File: config.mk
export PLATFORM = sky130hd
export DESIGN_NAME = tone_synth
export DESIGN_NICKNAME = d
export VERILOG_FILES = /design/src/rtl/tone_synth.sv
export SDC_FILE = /design/constraint.sdc
export NUM_CORES = 1
export LEC_CHECK = 0
export BUFFER_PORTS_ARGS = -buffer_cell sky130_fd_sc_hd__buf_2
export CORE_MARGIN = 2
export CORE_UTILIZATION = 55
export DETAILED_ROUTE_END_ITERATION = 12
export GPL_TIMING_DRIVEN = 0
export PLACE_DENSITY = 0.82
export SKIP_LAST_GASP = 1
export SYNTH_ARGS = -nofsm -noshare
export SYNTH_HDL_FRONTEND = slang
export SYNTH_SLANG_ARGS = --single-unit
File: constraint.sdc
create_clock -name CLOCK_50 -period 3.5 [get_ports CLOCK_50]
set_input_delay 0.35 -clock CLOCK_50 [delete_from_list [all_inputs] [get_ports CLOCK_50]]
set_output_delay 0.35 -clock CLOCK_50 [all_outputs]
set_load 0.005 [all_outputs]
File: src/rtl/tone_synth.sv
// tone_synth: note-number driven tone generator for the DE1-SoC audio path.
// A sequential decoder turns note_num into a phase-accumulator tuning word.
// Every CLK_DIV clocks a sample (square/saw/triangle) is produced, attenuated
// and offered on audio_valid/audio_ready.
// Optional build macro: TONE_CLICKFREE_EN (new pitch committed only at a phase wrap).
//
// Handshake: audio_valid means audio_out holds a sample the controller has not
// taken yet; a transfer occurs in any cycle with audio_valid && audio_ready.
// A new sample always replaces the held one on a tick; replacing an unaccepted
// sample counts as an overrun.
module tone_synth #(
  parameter int SAMPLE_W = 32,
  parameter int AMP_LOG2 = 23,
  parameter int PHASE_W  = 24,
  parameter int CLK_DIV  = 1042
) (
  input  logic                       CLOCK_50,
  input  logic                       reset,
  input  logic                       enable,
  input  logic [6:0]                 note_num,
  input  logic [1:0]                 wave_sel,
  input  logic [2:0]                 atten,
  input  logic                       audio_ready,
  output logic signed [SAMPLE_W-1:0] audio_out,
  output logic                       audio_valid,
  output logic                       busy,
  output logic [7:0]                 overrun_cnt,
  output logic [1:0]                 dbg_state
);

  localparam int RAW_W = AMP_LOG2 + 2;
  localparam int DIV_W = (CLK_DIV > 1) ? $clog2(CLK_DIV) : 1;
  // Room for a base word shifted up by as many as 10 octaves.
  localparam int TW_W  = PHASE_W + 11;

  localparam logic [1:0] S_RUN    = 2'd0;
  localparam logic [1:0] S_DECODE = 2'd1;
  localparam logic [1:0] S_LOAD   = 2'd2;

  // Tuning word of semitone s in the lowest octave (A0 = 27.5 Hz).
  function automatic logic [TW_W-1:0] base_word(input int s);
    real f;
    f = 27.5;
    for (int i = 0; i < s; i++) f = f * 1.0594630943592953;
    for (int i = 0; i < PHASE_W; i++) f = f * 2.0;
    f = f * real'(CLK_DIV) / 50.0e6;
    return TW_W'($rtoi(f + 0.5));
  endfunction

  function automatic logic [11:0][TW_W-1:0] base_table();
    logic [11:0][TW_W-1:0] t;
    for (int s = 0; s < 12; s++) t[s] = base_word(s);
    return t;
  endfunction

  localparam logic [11:0][TW_W-1:0] BASE = base_table();
  localparam logic [TW_W-1:0]       NYQ  = TW_W'(1) << (PHASE_W - 1);
  localparam logic [RAW_W-1:0]      AMP  = RAW_W'(1) << AMP_LOG2;

  logic [DIV_W-1:0]   div;
  logic               tick;
  logic [1:0]         state;
  logic [6:0]         latched;
  logic [6:0]         semi;
  logic [3:0]         oct;
  logic [PHASE_W-1:0] tw;
  logic [PHASE_W-1:0] phase;
  logic [PHASE_W:0]   sum;
  logic [TW_W-1:0]    load_word;
  logic               silent;
  logic [AMP_LOG2:0]  p;
  logic [AMP_LOG2-1:0] tri_t;
  logic signed [RAW_W-1:0]    raw;
  logic signed [SAMPLE_W-1:0] ext;
  logic signed [SAMPLE_W-1:0] sample_next;
`ifdef TONE_CLICKFREE_EN
  logic               pending;
  logic [PHASE_W-1:0] pend_tw;
`endif

  assign tick      = (div == DIV_W'(CLK_DIV - 1));
  assign sum       = {1'b0, phase} + {1'b0, tw};
  assign dbg_state = state;
`ifdef TONE_CLICKFREE_EN
  assign busy      = (state != S_RUN) || pending;
`else
  assign busy      = (state != S_RUN);
`endif

  // Sample-rate divider: counts 0..CLK_DIV-1, tick on the last count.
  always_ff @(posedge CLOCK_50) begin
    if (reset)     div <= '0;
    else if (tick) div <= '0;
    else           div <= div + DIV_W'(1);
  end

  // Tuning word for the decoded semitone/octave; rest and above-Nyquist give 0.
  always_comb begin
    load_word = '0;
    if (latched != 7'd0 && semi < 7'd12) begin
      load_word = BASE[semi[3:0]] << oct;
      if (load_word >= NYQ) load_word = '0;
    end
  end

  // Note decoder: divide (note-1) by 12 by repeated subtraction, then load.
  always_ff @(posedge CLOCK_50) begin
    if (reset) begin
      state   <= S_RUN;
      latched <= '0;
      semi    <= '0;
      oct     <= '0;
      tw      <= '0;
`ifdef TONE_CLICKFREE_EN
      pending <= 1'b0;
      pend_tw <= '0;
`endif
    end else begin
`ifdef TONE_CLICKFREE_EN
      // Swap pitch only where the waveform restarts, so no discontinuity.
      if (tick && pending && (sum[PHASE_W] || tw == '0)) begin
        tw      <= pend_tw;
        pending <= 1'b0;
      end
`endif
      case (state)
        S_RUN: begin
`ifdef TONE_CLICKFREE_EN
          if (note_num != latched && !pending) begin
`else
          if (note_num != latched) begin
`endif
            latched <= note_num;
            semi    <= note_num - 7'd1;
            oct     <= '0;
            state   <= (note_num == 7'd0) ? S_LOAD : S_DECODE;
          end
        end
        S_DECODE: begin
          if (semi >= 7'd12) begin
            semi <= semi - 7'd12;
            oct  <= oct + 4'd1;
          end else begin
            state <= S_LOAD;
          end
        end
        S_LOAD: begin
`ifdef TONE_CLICKFREE_EN
          pend_tw <= load_word[PHASE_W-1:0];
          pending <= 1'b1;
`else
          tw      <= load_word[PHASE_W-1:0];
`endif
          state   <= S_RUN;
        end
        default: state <= S_RUN;
      endcase
    end
  end

  // Phase accumulator: advance on each tick, parked at 0 when silent.
  always_ff @(posedge CLOCK_50) begin
    if (reset) begin
      phase <= '0;
    end else if (tick) begin
      if (tw == '0 || !enable) phase <= '0;
      else                     phase <= sum[PHASE_W-1:0];
    end
  end

  // Waveform shaping from the pre-add phase, then sign-extend and attenuate.
  always_comb begin
    p      = phase[PHASE_W-1 -: AMP_LOG2+1];
    tri_t  = p[AMP_LOG2] ? ~p[AMP_LOG2-1:0] : p[AMP_LOG2-1:0];
    silent = (wave_sel == 2'd3) || !enable || (tw == '0);
    raw    = '0;
    case (wave_sel)
      2'd0:    raw = p[AMP_LOG2] ? ~AMP : AMP;
      2'd1:    raw = {1'b0, p} - AMP;
      2'd2:    raw = {1'b0, tri_t, p[AMP_LOG2]} - AMP;
      default: raw = '0;
    endcase
    if (silent) raw = '0;
    ext         = SAMPLE_W'(raw);
    sample_next = ext >>> atten;
  end

  // Output register with valid/ready handshake and saturating overrun count.
  always_ff @(posedge CLOCK_50) begin
    if (reset) begin
      audio_out   <= '0;
      audio_valid <= 1'b0;
      overrun_cnt <= '0;
    end else if (tick) begin
      audio_out   <= sample_next;
      audio_valid <= 1'b1;
      if (audio_valid && !audio_ready && overrun_cnt != 8'hFF)
        overrun_cnt <= overrun_cnt + 8'd1;
    end else if (audio_valid && audio_ready) begin
      audio_valid <= 1'b0;
    end
  end

endmodule
Yosys cells after proc, flatten, opt, wreduce, memory -nomap -nowiden
Memories as Yosys holds them, arrays and structs flattened. A register that Yosys moved wholly into a read port is not among the register bits.
Index checks and enable logic that the tools add are counted.
- mux-type cells: 22
- equality and inequality tests: 11
- $lt $le $gt $ge: 4
- bitwise gates (word level): 1
- shifts and indexed selects: 2
- reduce and logical (&&, ||, !) cells: 22
- add/subtract/negate cells: 8
- operators by type and width (kind ; count):
    $pmux 25 s3 ; 1
    $mux 24 ; 3
    $mux 25 ; 2
    $sub 24x24->25 const B ; 2
    $ge 35x24->1 const B ; 1
    $mux 35 ; 1
    $shl 35x4->35 ; 1
    $sshr 25x3->32 ; 1
    $add 24x24->24 ; 1
    $logic_not 24->1 ; 1
    $mux 23 ; 1
    $not 23->23 ; 1
    $mux 4 ; 4
    $mux 7 ; 2
    $pmux 7 s2 ; 1
    $add 11x1->11 const B ; 1
    $eq 11x11->1 const B ; 1
    $add 8x1->8 const B ; 1
    $ne 8x8->1 const B ; 1
    $pmux 4 s2 ; 1
    $ge 7x4->1 const B ; 1
    $logic_not 7->1 ; 1
    $lt 7x4->1 const B ; 1
    $ne 7x7->1 ; 1
    other kinds (19) ; 38
- memories: 1
- bits in read-only memories: 560
- output and inout port bits: 44
- flip-flop bits (word level): 120
- input bits: 16
- word-level logic and storage cells: 81
- memories (name ; words ; width ; rd ports ; clocked after memory_dff ; wr ports ; line ; source):
    (no name shown) ; 16 ; 35 ; 1 ; 1 ; 0 ; 101 ; load_word = BASE[semi[3:0]] << oct;

Logic depth before layout (Yosys ltp)
- word-level depth: 6
- depth in mapped cells: 13
- gate-level depth less buffers: 12

Worst setup path before layout
Ideal clock, no wire load.
- path kind: register to register
- start: register phase[0] (netlist: p[0])
- end: register phase[10] (netlist: p[10])
- buffers on the path: 0
- setup time: 117 ps
- cell stages (with the launch flop): 11
- data arrival time: 2870 ps
- clock period less this slack: 2987 ps
- setup slack: 513 ps
- required time: 3383 ps
- cells stage by stage: dfxtp_1 -> ha_1 -> fa_1 -> a21o_1 -> a21oi_1 -> o21bai_1 -> a2111oi_0 -> nor2_1 -> a21o_2 -> a211o_1 -> a32o_1
- word-level cells in the longest chain between the ends: 2
- ends and longest elaborated chain (item ; line ; source):
    start, declared ; 67 ; logic [PHASE_W-1:0] phase;
    start signal, assigned ; 167 ; else phase <= sum[PHASE_W-1:0];
    $add 24x24->24 ; 82 ; assign sum = {1'b0, phase} + {1'b0, tw};
    $mux 24 ; 166 ; if (tw == '0 || !enable) phase <= '0;
Every way passes these cells.
A chain may end at the register's enable or synchronous reset.

Worst setup path after layout
Ends and elaborated chain as after synthesis.

==> run summary <==
The post-CTS setup buffer count is 0. The family with the most delay on the worst path is compound AO/OA/AOI/OAI gates. The cell area that synthesis handed to floorplanning was 8234 µm². The chip height came out at 126.4 µm. The count of TritonRoute iterations in the first routing pass came out at 6. For this block, the initial DRC count from the detailed router was 855.

The top achievable clock speed came out at 292.1 MHz. The number of different library cells in the post-synthesis netlist is 70. The library cell with the largest summed area after synthesis is dfxtp_1. Counting both buffers and inverters, the worst setup path holds a total of 0. The first global-routing pass estimated 35.51 mm of wire.

Yosys instantiated no cell more often than nor2_1. The clock-pin transition on the worst setup and hold timing paths is 0.05 ns. The count of final max-slew check failures is 0. The setup path with the least slack is of type register to register. The total number of clock tree sinks came out at 128. Traced cell by cell, the critical path runs through ha_1 > fa_1 > a21o_1 > a21oi_1 > o21bai_1 > a2111oi_1 > nor2_1 > a21o_2 > a211o_1 > a32o_1. The effective utilization at floorplan is 0.5644. The buffer levels on the longest clock path came out at 2. By area the synthesized netlist is led by dfxtp_1, mux2i_1, nor2_1. The global routing usage summed across all routing layers is 0.2703. The total negative setup slack is 0 ns.

The count of flip-flops with a built-in enable after synthesis came out at 0. The run finished with clean final reports. The total wire length came out at 21.71 mm. The proportion of register bits with asynchronous set or reset after synthesis came out at 0.

The detailed-placement wirelength estimate is 15.96 mm. The path class of the lowest-slack min-delay path is primary input to register. The aggregate global routing overflow came out at 0. The detailed-route vias per instance came out at 6.001. For this block, the via count after detailed routing is 8,005.

Across the VDD grid, the largest voltage drop is 0.5614 mV. The worst setup path is captured at a register. The final-report hold violation count came out at 0. The total number of yosys warnings is 0. The I/O pin count came out at 60.

The most used flip-flop cell after synthesis is dfxtp_1. For this design, the slowest cell found on the critical path is a2111oi_1. The signal arrival time at the worst endpoint is 3.74 ns. The root buffer cell chosen for the clock tree is clkbuf_16. The tool flagged a number of max-cap violations equal to 0. Setup violations remaining at the end of the flow were counted as 0. The number of H-tree levels came out at 4. The sequential element share of the synthesized area came out at 0.3112. Synthesis inferred 128 register bits.

The initial antenna violation count came out at 0. The routed length per placed instance is 16.27 µm. Of the post-synthesis cell area, the dominant cell type holds 0.3112. The net total in the final layout came out at 1,189.

The standard-cell row count is 44. The minimum clock period after layout came out at 3.424 ns. The required time of the worst setup path is 3.81 ns. After detailed routing, the number of remaining DRC violations is 0. The overall die width came out at 126.4 µm. The die outline area came out at 15,970 µm². The largest net degree at the start of global routing came out at 17. The worst-case headroom to the max-slew limit is 0.2740. The commonest cells after synthesis are nor2_1, nand2_1, dfxtp_1, a21oi_1, mux2i_1. TritonCTS built the clock tree. The peak fanout along the critical path came out at 5. The post-synthesis area per instance is 7.739 µm².

The startpoint type of the worst setup path is a register. The worst clock skew came out at 0.006981 ns. The ratio of final minimum period to clock period is 0.9783.

At the later pin of the worst-skew pair, clock insertion delay measures 0.42 ns. The power per standard cell area came out at 545.6 nW/µm². The share of layout cells above drive strength 1 came out at 0.1061. The global placer's final weighted congestion came out at 0.9602.

The number of global-route vias before repair came out at 7,348. The largest single stage delay on the critical path is 0.75 ns. The remaining antenna violation count is 0. Buffers placed on the I/O ports in this run total 55.

The fraction of the core area covered by cells at the end of the flow came out at 0.6407. The area of the placeable core is 14,590 µm². The number of antenna diodes came out at 0.

The measured slew at the worst slew-check pin came out at 1.081 ns. The post-synthesis net count came out at 1,115. The layout-stage area growth over the synthesis result came out at 13.51%. The total CTS buffers came out at 17. The gate count of the mapped netlist is 1,064.

The leakage power figure is 3.830 nW.
per-stage QoR:
step                      total power, mW  worst slack (ns)  area, µm²  instances  hold WS [ns]
after floorplan                     2.910            0.5125       8234       1064        0.4448
after global placement              3.225            0.1162       8740       1303        0.4290
after detailed placement            3.261           0.08905       8740       1303        0.4343
after CTS                           5.079         0.0008074       9345       1334        0.2030
after global routing                5.362          -0.03026       9346       1334        0.2175
final                               5.100           0.07605       9346       1334        0.2156
cell usage in the layout, fill, tap and decap left out, types with 10 or more instances in the layout:
master | netlist | routed
nor2_1 | 151 | 151
nand2_1 | 132 | 132
dfxtp_1 | 128 | 128
a21oi_1 | 82 | 82
mux2i_1 | 61 | 61
buf_2 | 5 | 60
o21ai_0 | 57 | 57
clkbuf_1 | 49 | 51
xnor2_1 | 44 | 44
ha_1 | 34 | 34
nor3_1 | 31 | 31
a22oi_1 | 23 | 23
inv_1 | 21 | 21
xor2_1 | 21 | 21
nand3_1 | 19 | 19
a211oi_1 | 18 | 18
clkbuf_16 | 0 | 17
nand2b_1 | 15 | 15
mux2_2 | 10 | 10
worst min-delay path, stage by stage:
cell	delay, ns
buf_2	0.13
nand2_1	0.06
a21oi_1	0.05
area by class of cell:
type | count | area, µm²
multi-input cells | 842 | 5288
plain buffers | 70 | 295.3
fillers | 1230 | 5243
clock buffers | 22 | 474.2
clock inverters | 9 | 131.4
well taps | 184 | 230.2
inverters | 24 | 90.09
repair buffers | 55 | 275.3
flip-flops and latches | 128 | 2562
metal layers:
layer | up-vias | wire [µm] | GRT usage
met4 | 0 | 520 | 0.1021
met5 | - | 0 | 0
met3 | 57 | 1414 | 0.04977
li1 | 3919 | - | -
met1 | 3729 | 9261 | 0.3420
met2 | 300 | 10510 | 0.4589
worst paths after layout:
kind | from | end | slack [ns] | cells after the start
setup reg to reg | p[0]$_SDFFE_PP0P_ | p[10]$_SDFFE_PP0P_ | 0.08 | 10
hold / removal | note_num[6] | latched[6]$_SDFFE_PP0P_ | 0.22 | 3
setup / recovery | p[0]$_SDFFE_PP0P_ | p[10]$_SDFFE_PP0P_ | 0.08 | 10
hold reg to reg | audio_out[21]$_SDFFE_PP0P_ | audio_out[21]$_SDFFE_PP0P_ | 0.45 | 1
logic make-up (layout without fill, tap and decap cells):
logic type | Yosys count | in the layout | share of synthesized area
simple gates | 403 | 403 | 0.2158
compound gates | 265 | 265 | 0.2070
flops | 128 | 128 | 0.3112
buf+inv | 94 | 180 | 0.04680
mux | 74 | 74 | 0.09603
xor+xnor | 65 | 65 | 0.06914
fa+ha+maj | 35 | 35 | 0.05410
timing repair:
action	CTS	global route
endpoints found under the hold margin	0	0
gates resized for setup	0	1
hold buffers	0	0
endpoints found under the setup margin	0	5
power breakdown:
part / total (mW) / switching, mW / internal (mW) / leakage (nW)
Sequential: 1.76 / 0.146 / 1.62 / 1.04
Clock: 1.81 / 0.642 / 1.17 / 0.300
Combinational: 1.52 / 0.929 / 0.593 / 2.49
(Power assumes the default switching activity.)
